<file path="src/rtl/sha256_w_sched_ctrl.sv">
// SHA-256 message schedule controller.
// Streams W0..W63 for each 512-bit block over a valid/ready port.
module sha256_w_sched_ctrl (
    input  logic         CLK,
    input  logic         RST,
    input  logic         blk_valid,
    output logic         blk_ready,
    input  logic [511:0] block_in,
    input  logic         abort,
    output logic         w_valid,
    input  logic         w_ready,
    output logic [31:0]  w_out,
    output logic [5:0]   w_idx,
    output logic         busy,
    output logic         done
);

    localparam logic ST_IDLE = 1'b0;
    localparam logic ST_RUN  = 1'b1;

    localparam logic [5:0] LAST_T = 6'd63;

    logic        r_state;
    logic [5:0]  r_t;
    logic        r_done;
    logic [31:0] r_win [16];

    logic        w_load;
    logic        w_xfer;
    logic        w_last;
    logic [31:0] w_new;

    function automatic logic [31:0] f_s0(input logic [31:0] x);
        return {x[6:0], x[31:7]} ^ {x[17:0], x[31:18]} ^ (x >> 3);
    endfunction

    function automatic logic [31:0] f_s1(input logic [31:0] x);
        return {x[16:0], x[31:17]} ^ {x[18:0], x[31:19]} ^ (x >> 10);
    endfunction

    // Handshake decode; abort blocks both a new load and a transfer.
    always_comb begin
        w_load = (r_state == ST_IDLE) && blk_valid && !abort;
        w_xfer = (r_state == ST_RUN) && w_ready && !abort;
        w_last = w_xfer && (r_t == LAST_T);
        w_new  = f_s1(r_win[14]) + r_win[9]
               + f_s0(r_win[1]) + r_win[0];
    end

    // Control state, round counter and the one-cycle done pulse.
    always_ff @(posedge CLK or negedge RST) begin
        if (!RST) begin
            r_state <= ST_IDLE;
            r_t     <= 6'd0;
            r_done  <= 1'b0;
        end else begin
            r_done <= 1'b0;
            if (abort) begin
                r_state <= ST_IDLE;
                r_t     <= 6'd0;
            end else if (w_load) begin
                r_state <= ST_RUN;
                r_t     <= 6'd0;
            end else if (w_last) begin
                r_state <= ST_IDLE;
                r_t     <= 6'd0;
                r_done  <= 1'b1;
            end else if (w_xfer) begin
                r_t <= r_t + 6'd1;
            end
        end
    end

    // Sliding 16-word window: load a block or shift in the next word.
    always_ff @(posedge CLK or negedge RST) begin
        if (!RST) begin
            for (int i = 0; i < 16; i++) begin
                r_win[i] <= 32'd0;
            end
        end else if (w_load) begin
            for (int i = 0; i < 16; i++) begin
                r_win[i] <= block_in[511 - 32*i -: 32];
            end
        end else if (w_xfer) begin
            for (int i = 0; i < 15; i++) begin
                r_win[i] <= r_win[i+1];
            end
            r_win[15] <= w_new;
        end
    end

    // Outputs come straight from registers or state decode.
    always_comb begin
        blk_ready = (r_state == ST_IDLE) && RST;
        w_valid   = (r_state == ST_RUN);
        busy      = (r_state == ST_RUN);
        done      = r_done;
        w_out     = r_win[0];
        w_idx     = r_t;
    end

endmodule

</file>
<file path="config.mk">
export PLATFORM = sky130hd
export DESIGN_NAME = sha256_w_sched_ctrl
export DESIGN_NICKNAME = d
export VERILOG_FILES = /design/src/rtl/sha256_w_sched_ctrl.sv
export SDC_FILE = /design/constraint.sdc
export NUM_CORES = 2
export LEC_CHECK = 0
export ABC_AREA = 1
export CORE_MARGIN = 2
export CORE_UTILIZATION = 57
export DETAILED_ROUTE_END_ITERATION = 8
export PLACE_DENSITY = 0.9
export SYNTH_ARGS = -nofsm -noshare
export SYNTH_HDL_FRONTEND = slang
export SYNTH_SLANG_ARGS = --single-unit
</file>
<file path="constraint.sdc">
create_clock -name CLK -period 10.41 [get_ports CLK]
set_clock_uncertainty 0.1 [all_clocks]
set_input_delay 1.5615 -clock CLK [delete_from_list [all_inputs] [get_ports CLK]]
set_output_delay 1.5615 -clock CLK [all_outputs]
set_load 0.02 [all_outputs]
</file>
==> reports/metrics.yaml <==
grt_pass1_vias: 26193
yosysWarnings: 0
tightest_slew_ns: 1.13
worst-setup-path-type: "in -> reg"
cts_buffer_depth: 3
synth_cells: 3641
die_y_um: 230
cts_sinks: 520
io_buffers: 558
clkTransAtPathRegs_ns: 0.06
hp-class: "reg -> reg"
placed_cell_area_um2: 34400
rows: 82
vias: 27520
end_kind: "flop"
net-switching-power_mw: 7.05
cts_root_buf: "clkbuf_16"
outcome: "complete, no violations"
die_w_um: 230
cts_tree: "done"
path_max_fanout: 107
start_util: 0.578
post_cts_resized: 0
finalSetupTns_ns: 0
cts_made_buffers: 54
hold_slack_ns: 0.375
syn_to_final_growth_pct: 24.8
final_cell_mix: "o21ai_1 (721), o21ai_0 (686), inv_1 (682)"
synth_cell_type_count: 33
powerDensity_nw_per_um2: 376
p_total_mw: 13.6
synth_fa_ha_area_frac: 0.0566
clock_latency_ns: 0.64
dieArea_um2: 52700
dp_hpwl_um: 79700
syn_nets: 4252
vias_per_cell: 5.79
io_pins: 559
grt_usage: 0.401
finalHoldViolations: 0
pre_cts_slack_ns: 4.87
switching_share: 0.517
grt_overflow: 0
drtPass1Iterations: 8
drc: 0
cp_data_arrival_time_ns: 5.33
yosys_register_bits: 520
peakVddDrop_v: 0.000338
ys_seq_area_frac: 0.449
combPwrFrac: 0.647
slew_viol_final: 0
synth_area_um2: 29000
synth.area.mux_share: 0.000345
synth_xor_area_frac: 0.0386
htreeDepth: 2
design_area_um2: 36200
final_common_cell: "o21ai_1"
grt_max_degree: 272
max_freq_mhz: 202
cap_viol_max_count: 0
ctsHoldBuffers: 0
slew_headroom: 0.248
gp_congestion: 0.985
seq_power_share: 0.209
leakage_nw: 17.0
postCtsSetupBuffers: 0
core_um2: 50200
synthSimpleGateAreaFrac: 0.0681
fin_ws_ns: 5.45
detail-route-antenna-nets: 0
required_ns: 10.79
synth_top_family_by_area: "compound AO/OA/AOI/OAI gates"
antenna_found_initial: 21
period_needed_ns: 4.96
grt_setup_unrepaired: "false"
synth-compound-area-share: 0.255
intPower_mw: 6.57
wl_per_cell_um: 22.6
nets: 4624
finalCritPeriodShare: 0.476
avgSynthCellArea_um2: 7.97
drt_iter0_drc: 4058
clock_power_share: 0.144
cp-start-kind: "input port"
setup_viol: 0
wl_um: 107000
drive_above_1_share: 0.0271
grt_pass1_wl_um: 158000
-- state kept, by name, indices dropped and copies added (netlist names) --
| signal | cells |
|---|---|
| w_idx | 6 |
| r_win | 480 |
| w_out | 32 |
| busy | 1 |
| done | 1 |
-- path summary, 6_finish.rpt --
kind                           start    endpoint  slack, ns  cells past startpoint
max in group asynchronous        RST  r_win[186]       6.27                      4
min in group asynchronous        RST   r_win[76]       0.78                      1
min reg2reg                r_win[16]   r_win[16]       0.38                      2
max reg2reg                r_win[50]   r_win[13]       6.03                     16
max                            abort  r_win[302]       5.45                      7
min                        r_win[16]   r_win[16]       0.38                      2
-- synthesized netlist by cell type --
cell type    n  area share
a21oi_1     19      0.0033
a31oi_1      6      0.0013
and2_1       2     0.00043
buf_2       96       0.017
buf_4       42       0.011
buf_6        5      0.0019
clkbuf_1   113       0.015
clkbuf_2     3     0.00052
dfrtp_1    520        0.45
fa_1        62       0.043
ha_1        32       0.014
inv_1      682       0.088
inv_2        2     0.00026
mux2i_1      1     0.00035
nand2_1    319       0.041
nand2_2      2     0.00043
nand2_4      1     0.00039
nand3_1     52      0.0090
nand3_2      1     0.00035
nand3b_1     2     0.00052
nand4_1      5      0.0011
nor2_1      92       0.012
nor2_2       1     0.00022
nor3_1       5     0.00086
nor3_2       1     0.00035
o21ai_0    686        0.12
o21ai_1    721        0.12
o21bai_1     3     0.00078
o22ai_1     31      0.0067
or2_0        5      0.0011
or2_2        1     0.00022
xnor2_1     66       0.020
xor2_1      62       0.019
-- cell type report --
| class | count | area [µm²] |
|---|---|---|
| repair buffers | 575 | 5790 |
| clock inverters | 14 | 154 |
| flip-flops and latches | 520 | 13000 |
| fillers | 3852 | 14000 |
| well taps | 672 | 841 |
| inverters | 684 | 2570 |
| diodes | 21 | 52.6 |
| clock buffers | 85 | 1630 |
| multi-input cells | 2178 | 12200 |
-- critical path, stage by stage --
cell,delay (ns)
clkdlybuf4s50_1,0.44
inv_1,0.24
nand3_4,0.52
nand2_8,0.66
buf_4,0.67
buf_4,0.89
o21ai_1,0.16
-- power groups by stage --
stage	combinational (mW)	sequential (mW)	clock, mW
6_report	8.81	2.85	1.97
5_1_grt	9.80	2.88	2.05
4_1_cts	8.65	2.83	1.97
3_5_place_dp	8.56	2.86	0
3_3_place_gp	8.42	2.84	0
2_1_floorplan	5.89	2.74	0
-- per-layer routing --
metal / wire length, µm / vias to the layer above / track usage
met4: 6130 / 10 / 0.215
met3: 11700 / 297 / 0.0809
met5: 69 / - / 0
met1: 40600 / 13068 / 0.532
met2: 48800 / 1628 / 0.622
li1: - / 12517 / -
-- kinds of logic after synthesis --
group | count (synthesis)
buffers and inverters | 943
flip-flops | 520
XOR/XNOR | 128
adder cells (fa/ha/maj) | 94
multiplexers | 1
AO/OA/AOI/OAI | 1466
AND/OR/NAND/NOR | 489
-- metrics by stage --
step,cells,utilization
3_5_place_dp,4629,0.685
2_1_floorplan,3641,-
4_1_cts,4728,0.721
3_3_place_gp,4629,0.685
6_report,4749,0.722
5_1_grt,4741,0.721
(Power assumes the default switching activity.)
